===== src/rtl/serialisering_pkg.sv =====
// Shared constants and FSM state type for the serialised vector-multiply stage.
// Build option: SERIALISERING_SAT_EN selects saturating element products.
package serialisering_pkg;

    localparam int LANES = 3;
    localparam int ELEMS = 4;
    localparam int STEPS = LANES * ELEMS;
    localparam int IDX_W = 4;

    typedef enum logic [1:0] {
        IDLE,
        RUN,
        DONE
    } state_t;

endpackage


===== src/rtl/serialisering_elementprodukt.sv =====
// Shared combinational W x W unsigned multiplier with reduction back to W bits.
// SERIALISERING_SAT_EN defined: saturate to 2^W-1; otherwise keep the low W bits.
module elementprodukt #(
    parameter int W = 8
) (
    input  logic [W-1:0] x,
    input  logic [W-1:0] y,
    output logic [W-1:0] p
);

    logic [2*W-1:0] full;

    assign full = {{W{1'b0}}, x} * {{W{1'b0}}, y};

`ifdef SERIALISERING_SAT_EN
    assign p = (|full[2*W-1:W]) ? {W{1'b1}} : full[W-1:0];
`else
    assign p = full[W-1:0];
`endif

endmodule


===== src/rtl/serialisering.sv =====
// Three-lane element-wise vector multiply through one shared multiplier, 12 cycles per set.
// SERIALISERING_SAT_EN (in elementprodukt) switches truncation to saturation.
module serialisering
    import serialisering_pkg::*;
#(
    parameter int W = 8
) (
    input  logic         clk,
    input  logic         rst,
    input  logic         start,
    input  logic [W-1:0] a1, a2, a3, a4,
    input  logic [W-1:0] b1, b2, b3, b4,
    input  logic [W-1:0] c1, c2, c3, c4,
    input  logic [W-1:0] d1, d2, d3, d4,
    input  logic [W-1:0] e1, e2, e3, e4,
    input  logic [W-1:0] f1, f2, f3, f4,
    output logic         busy,
    output logic         done,
    output logic [W-1:0] g1, g2, g3, g4,
    output logic [W-1:0] h1, h2, h3, h4,
    output logic [W-1:0] i1, i2, i3, i4
);

    state_t         state_reg;
    logic [IDX_W-1:0] idx_reg;
    logic           busy_reg;
    logic           done_reg;

    logic [W-1:0] x_in     [STEPS];
    logic [W-1:0] y_in     [STEPS];
    logic [W-1:0] x_reg    [STEPS];
    logic [W-1:0] y_reg    [STEPS];
    logic [W-1:0] shadow_reg [STEPS];
    logic [W-1:0] out_reg  [STEPS];

    logic [W-1:0] mul_x;
    logic [W-1:0] mul_y;
    logic [W-1:0] prod;

    // Element order follows idx: pair 0 first, then pair 1, then pair 2.
    assign x_in = '{a1, a2, a3, a4, c1, c2, c3, c4, e1, e2, e3, e4};
    assign y_in = '{b1, b2, b3, b4, d1, d2, d3, d4, f1, f2, f3, f4};

    assign mul_x = x_reg[idx_reg];
    assign mul_y = y_reg[idx_reg];

    elementprodukt #(.W(W)) u_mul (
        .x (mul_x),
        .y (mul_y),
        .p (prod)
    );

    always_ff @(posedge clk) begin
        if (rst) begin
            state_reg <= IDLE;
            idx_reg   <= '0;
            busy_reg  <= 1'b0;
            done_reg  <= 1'b0;
            for (int k = 0; k < STEPS; k++) begin
                x_reg[k]      <= '0;
                y_reg[k]      <= '0;
                shadow_reg[k] <= '0;
                out_reg[k]    <= '0;
            end
        end else begin
            case (state_reg)
                IDLE, DONE: begin
                    done_reg <= 1'b0;
                    if (start) begin
                        state_reg <= RUN;
                        idx_reg   <= '0;
                        busy_reg  <= 1'b1;
                        for (int k = 0; k < STEPS; k++) begin
                            x_reg[k] <= x_in[k];
                            y_reg[k] <= y_in[k];
                        end
                    end else begin
                        state_reg <= IDLE;
                        busy_reg  <= 1'b0;
                    end
                end
                RUN: begin
                    shadow_reg[idx_reg] <= prod;
                    if (idx_reg == IDX_W'(STEPS - 1)) begin
                        // Last product bypasses the shadow so all results appear on one edge.
                        for (int k = 0; k < STEPS; k++) begin
                            out_reg[k] <= (k == STEPS - 1) ? prod : shadow_reg[k];
                        end
                        state_reg <= DONE;
                        busy_reg  <= 1'b0;
                        done_reg  <= 1'b1;
                    end else begin
                        idx_reg <= idx_reg + 1'b1;
                    end
                end
                default: begin
                    state_reg <= IDLE;
                    busy_reg  <= 1'b0;
                    done_reg  <= 1'b0;
                end
            endcase
        end
    end

    assign busy = busy_reg;
    assign done = done_reg;

    assign g1 = out_reg[0];
    assign g2 = out_reg[1];
    assign g3 = out_reg[2];
    assign g4 = out_reg[3];
    assign h1 = out_reg[4];
    assign h2 = out_reg[5];
    assign h3 = out_reg[6];
    assign h4 = out_reg[7];
    assign i1 = out_reg[8];
    assign i2 = out_reg[9];
    assign i3 = out_reg[10];
    assign i4 = out_reg[11];

endmodule


===== config.mk =====
export PLATFORM = sky130hd
export DESIGN_NAME = serialisering
export DESIGN_NICKNAME = d
export VERILOG_FILES = /design/src/rtl/serialisering_pkg.sv /design/src/rtl/serialisering_elementprodukt.sv /design/src/rtl/serialisering.sv
export SDC_FILE = /design/constraint.sdc
export NUM_CORES = 1
export LEC_CHECK = 0
export CORE_UTILIZATION = 57
export DETAILED_ROUTE_END_ITERATION = 6
export GPL_TIMING_DRIVEN = 0
export PLACE_DENSITY = 0.85
export SLEW_MARGIN = 5
export SYNTH_ARGS = -nofsm -noshare
export SYNTH_HDL_FRONTEND = slang
export SYNTH_SLANG_ARGS = --single-unit

===== constraint.sdc =====
create_clock -name clk -period 20.5 [get_ports clk]
set_input_delay 4.1 -clock clk [delete_from_list [all_inputs] [get_ports clk]]
set_output_delay 4.1 -clock clk [all_outputs]
set_load 0.01 [all_outputs]

# Word-level counts from Yosys, hierarchy flattened
# Memory sizes are Yosys's and may differ from the RTL's. A register that Yosys moved wholly into a read port is not among the register bits.
# Index checks and enable logic that the tools add are counted.
[totals] ff_bits=8 ramBits=384 elab_cells=123 out_inout_bits=98 input_bits=195 mem_count=4
[classes] multipliers=1 n_reduce_logical=6 n_mux=64 n_eq_ne=6 n_addsub=1 bitwise=37
[memory_table] name="out_reg" depth=12 width=8 rd=12 rd_ports_with_merged_regs=0 wr=12 line_no="serialisering.sv:34" text="logic [W-1:0] out_reg [STEPS];"
[memory_table] name="shadow_reg" depth=12 width=8 rd=11 rd_ports_with_merged_regs=0 wr=12 line_no="serialisering.sv:33" text="logic [W-1:0] shadow_reg [STEPS];"
[memory_table] name="x_reg" depth=12 width=8 rd=1 rd_ports_with_merged_regs=1 wr=12 line_no="serialisering.sv:31" text="logic [W-1:0] x_reg [STEPS];"
[memory_table] name="y_reg" depth=12 width=8 rd=1 rd_ports_with_merged_regs=1 wr=12 line_no="serialisering.sv:32" text="logic [W-1:0] y_reg [STEPS];"
[ops] cell="two-way mux 8 bit" n=37
[ops] cell="bitwise OR 1 bit" n=36
[ops] cell="two-way mux 4 bit" n=7
[ops] cell="two-way mux 1 bit" n=16
[ops] cell="multiplier 8 x 8 -> 8 bit" n=1
[ops] cell="one-hot mux 4 bit (2 select lines)" n=1
[ops] cell="OR reduction 8 bit" n=1
[ops] cell="inequality test 2 bit (second input constant)" n=3
[ops] cell="adder 4 x 1 -> 4 bit (second input constant)" n=1
[ops] cell="equality test 4 bit (second input constant)" n=1
[ops] cell="one-hot mux 2 bit (2 select lines)" n=1
[ops] cell="OR reduction 2 bit" n=2
[ops] cell="AND reduction 3 bit" n=1
[ops] cell="equality test 2 x 1 -> 1 bit (second input constant)" n=1
[ops] cell="equality test 2 bit (second input constant)" n=1
[ops] cell="logical NOT 2 bit" n=1
[ops] cell="two-way mux 2 bit" n=1
[ops] cell="one-hot mux 1 bit (2 select lines)" n=1
[ops] cell="nonzero test 2 bit" n=1
[ops] cell="inverter 1 bit" n=1

# Depth between registers and ports, before layout
[depth] ltp_word=6 depth_mapped=24 ltp_nobuf=20

# Cells and area by module
# A second synthesis with hierarchy kept.
[unflattened] cells_unflattened=1085 area_unflattened_um2=16708.5
[modules_own_cells] mod="serialisering" area_per_inst_um2=15838.9 seq_area_each_um2=11511.0 instances=1 cells_per_inst=987
[modules_own_cells] mod="elementprodukt" area_per_inst_um2=869.6 seq_area_each_um2=0.0 instances=1 cells_per_inst=98

# Worst setup path after synthesis
# Ideal clock, no wire load.
[synth_path] path_kind="input to register" from="input port rst" to="memory x_reg[0][0], enable pin" setup_ns=0.588 path_slack_ns=10.892 t_required_ns=19.912 arrival_ns=9.020 path_stages=2 n_path_buf=1 cell_sequence="clkbuf_1 > nand2b_1"
[synth_lines] element="start: declaration" line_no="serialisering.sv:9" text="input logic rst,"
[synth_lines] element="end: declaration" line_no="serialisering.sv:31"

==> flow_results.org <==
** Global routing
- Tot GR Track Use :: 25.8%
- Pin count of the biggest net entering global routing :: 76
- Wire length of the first global-routing pass :: 58000 um
- Antenna violations before repair :: 0
- Overall overflow remaining after global route :: 0
- Number of global-route vias before repair :: 10300

** STA
- In the final timing run, aggregate negative setup slack is 0 ns.
- Measured against its own limit, the worst slew margin works out to 33.6%.
- Derived from the worst setup path, the maximum achievable clock frequency is 158 MHz.
- For the pin with the worst max-slew slack, the measured transition is 0.994 ns.
- Skew final :: 0.0240 ns
- Setup violations remaining at the end of the flow were counted as 0.
- Hold violation total from the final report :: 0
- Final-report max-slew violation count :: 0
- Final period demand of the worst path :: 6.31 ns
- Setup slack closes at 14.19 ns.
- Setup repair after global routing left no endpoint under its margin.
- After layout, the worst path uses 30.8% of the clock period.

** Power and ir drop
- In this run the power density over the cells is 84.6 nW/um2.
- For this design the static power due to leakage is 8.02 nW.
- Largest vdd supply drop :: 48.2 uV
- Post-layout total power :: 0.00182 W

** Floorplan
- In this run the horizontal extent of the chip is 174 um.
- Die area :: 30100 um2
- Core Box Area :: 28900 um2
- Count of standard-cell rows :: 62
- In this run the count of I/O pins placed on the die edge is 293.
- Chip Height :: 174 um
- For this configuration, the core starts out at a cell density of 58.2%.

** Final layout
- Share of post-route cells with drive strength above 1 :: 9.29%
- Post-route cell area :: 21500 um2
- Syn-to-layout area delta :: 28.1%
- The repair_antennas step left the layout with diodes totalling 0.
- Leaving out fill and tap cells, the most frequent cell in the layout is sky130_fd_sc_hd__edfxtp_1.
- # nets final :: 1664
- Commonest non-fill, non-tap cells in the layout :: sky130_fd_sc_hd__edfxtp_1 (376), sky130_fd_sc_hd__clkdlybuf4s50_1 (292), sky130_fd_sc_hd__and2_1 (244)

** Clock tree
- TritonCTS Buffers :: 38
- Buffers inserted to repair hold after CTS numbered 0.
- The later pin in the worst-skew pair is clocked with a latency of 0.53 ns.
- Total of cells resized after clock tree synthesis :: 0
- Clock sinks :: 387
- The H-tree generated during clock tree synthesis spans 2 levels.
- CTS tree :: yes
- The cell sitting at the root of the clock tree is a sky130_fd_sc_hd__clkbuf_16.
- Clock-pin slew was measured on the worst setup and hold paths at 0.06 ns.
- In this run the post-CTS setup repair buffer count came out at 0.
- No sink is reached through more buffers than the 3 on the longest clock path.

** Routing
- In the routed design, unresolved DRC markers number 0.
- Dividing the detail-routed wire length by the instance count gives 20.7 um.
- For this block, the initial DRC count from the detailed router was 771.
- Via Count :: 10000
- For this run, the detailed router's first-pass iteration total came to 7.
- Wires add up to 38300 um.
- In the routed layout, each cell is associated on average with a via count of 5.43.
- Remaining antenna violation count after routing :: 0

** Worst setup path
- The worst setup path is launched from a primary input.
- On the worst path, the slowest cell contributes a delay of 0.84 ns.
- The signal on the critical path passes through clkdlybuf4s50_1 > clkbuf_1 > nand2b_4 > buf_16.
- Start-to-end type of the worst setup path :: in -> reg
- Among all stages on the critical path, the largest delay is contributed by sky130_fd_sc_hd__nand2b_4.
- Counting both buffers and inverters, the worst setup path holds a total of 3.
- At the worst endpoint, the arrival time is 6.50 ns.
- Critical Path Fanout Max :: 75
- Worst path required time :: 20.69 ns
- Crit end category :: flop
- On the critical path the largest part of the delay comes from buffers and inverters.

** Yosys
- Number of synthesized register bits :: 387
- Yosys mapped a number of flops with a built-in enable equal to 376.
- Synthesized area :: 16800 um2
- The number of nets handed over by synthesis was 1327.
- In this run the mean area of a mapped cell was 15.3 um2.
- Distinct cell type count after synthesis :: 40
- Most frequently used flop master after synthesis :: sky130_fd_sc_hd__edfxtp_1
- Fraction of registers with async set or reset after synthesis :: 0%
- Yosys warnings :: 0
- Share of the yosys chip area belonging to registers :: 68.6%
- The cell count after synthesis came out at 1100.

** Place
- At the end of routability-driven placement, the weighted congestion stood at 0.853.
- During placement, the flow inserted port buffers numbering 292.
- Area of placed instances :: 20300 um2
- After legalization and detailed placement, the total HPWL measured 27700 um.
- Pre-CTS worst setup slack :: 13.64 ns

** Flow run
- Max-cap violations in this run came to 0.

** Worst hold path
- Class of the tightest hold or removal check :: reg -> reg

** Run status
- The run finished with clean final reports.
==> metrics by stage <==
stage	instances	hold WS (ns)	utilization (%)
3_5_place_dp	1781	0.453	70.5
3_3_place_gp	1776	0.438	70.0
2_1_floorplan	1100	0.468	-
5_1_grt	1848	0.481	74.5
6_report	1848	0.473	74.5
4_1_cts	1848	0.463	74.5
==> metal layers <==
metal  track usage, %  vias up  wire length (um)
li1                 -     4580                 -
met1             31.7     4840             14200
met2             47.0      542             20100
met3             3.49       76              2920
met4             8.85        0              1080
met5                0        -                 0
==> synth_stat cells, types with 2 or more instances <==
library cell	count	area, um2
sky130_fd_sc_hd__a21o_1	2	15.0
sky130_fd_sc_hd__a21oi_1	7	35.0
sky130_fd_sc_hd__and2_1	244	1530
sky130_fd_sc_hd__and3_1	44	275
sky130_fd_sc_hd__buf_12	2	40.0
sky130_fd_sc_hd__buf_2	3	15.0
sky130_fd_sc_hd__buf_4	5	37.5
sky130_fd_sc_hd__buf_6	6	67.6
sky130_fd_sc_hd__clkbuf_1	48	180
sky130_fd_sc_hd__dfxtp_1	11	220
sky130_fd_sc_hd__edfxtp_1	376	11300
sky130_fd_sc_hd__fa_1	12	240
sky130_fd_sc_hd__ha_1	20	250
sky130_fd_sc_hd__inv_1	27	101
sky130_fd_sc_hd__mux2_2	4	45.0
sky130_fd_sc_hd__mux2i_1	39	390
sky130_fd_sc_hd__mux4_2	40	901
sky130_fd_sc_hd__nand2_1	29	109
sky130_fd_sc_hd__nand2b_1	17	106
sky130_fd_sc_hd__nor2_1	62	233
sky130_fd_sc_hd__nor2_2	10	62.6
sky130_fd_sc_hd__nor2b_1	52	325
sky130_fd_sc_hd__nor3b_1	2	15.0
sky130_fd_sc_hd__o21ai_1	5	25.0
sky130_fd_sc_hd__o21ai_2	3	26.3
sky130_fd_sc_hd__or2b_1	2	15.0
sky130_fd_sc_hd__xnor2_1	11	96.3
sky130_fd_sc_hd__xor2_1	5	43.8
==> worst reg2reg max path, stage by stage (launching register included) <==
cell and delay, ns:
sky130_fd_sc_hd__dfxtp_1 0.32, sky130_fd_sc_hd__buf_6 0.16, sky130_fd_sc_hd__buf_12 0.16, sky130_fd_sc_hd__buf_2 0.34
sky130_fd_sc_hd__mux4_2 0.37, sky130_fd_sc_hd__mux2i_1 0.20, sky130_fd_sc_hd__nor2_1 0.06, sky130_fd_sc_hd__a21oi_1 0.46
sky130_fd_sc_hd__nor2_1 0.15, sky130_fd_sc_hd__fa_1 0.46, sky130_fd_sc_hd__fa_1 0.50, sky130_fd_sc_hd__ha_1 0.31
sky130_fd_sc_hd__inv_1 0.06, sky130_fd_sc_hd__fa_1 0.52, sky130_fd_sc_hd__inv_1 0.04, sky130_fd_sc_hd__ha_1 0.33
sky130_fd_sc_hd__a21o_1 0.17, sky130_fd_sc_hd__a21oi_1 0.23, sky130_fd_sc_hd__xnor2_1 0.18, sky130_fd_sc_hd__xnor2_1 0.16
sky130_fd_sc_hd__xnor2_1 0.15, sky130_fd_sc_hd__xnor3_2 0.24, sky130_fd_sc_hd__buf_6 0.22, sky130_fd_sc_hd__nor2_2 0.05
==> kinds of logic (layout without fill, tap and decap cells) <==
group | count (synthesis) | in the layout | share of synthesized area, %
xor gates and xnor gates | 17 | 17 | 0.976
and+or+nand+nor | 468 | 468 | 16.1
muxes | 84 | 84 | 8.04
adders and majority gates | 32 | 32 | 2.92
AOI/OAI and AO/OA | 20 | 20 | 0.745
buffers and inverters | 92 | 456 | 2.65
DFF | 387 | 387 | 68.6
==> layout make-up <==
cell class	count	area (um2)
repair buffers	297	3050
flip-flops and latches	387	11500
well taps	384	480
fillers	1747	7350
multi-input cells	621	4850
clock buffers	41	962
inverters	27	101
clock inverters	26	214
plain buffers	65	344
==> power by group <==
group | internal, W | leakage, nW | switching, W
registers | 0.000919 | 4.06 | 0.0000150
logic | 0.000102 | 3.39 | 0.000121
clock network | 0.000378 | 0.573 | 0.000286
==> worst paths after layout <==
check	start	to	slack [ns]	cells past startpoint
worst min-delay path	done$_SDFFE_PN0N_	done$_SDFFE_PN0N_	0.47	2
worst min register to register	done$_SDFFE_PN0N_	done$_SDFFE_PN0N_	0.47	2
worst max-delay path	rst	y_reg[0][6]$_SDFFCE_PN0P_	14.19	4
worst max register to register	flop	shadow_reg[10][7]$_SDFFCE_PN0P_	14.40	23
No activity file was read; power rests on OpenSTA's default activity.
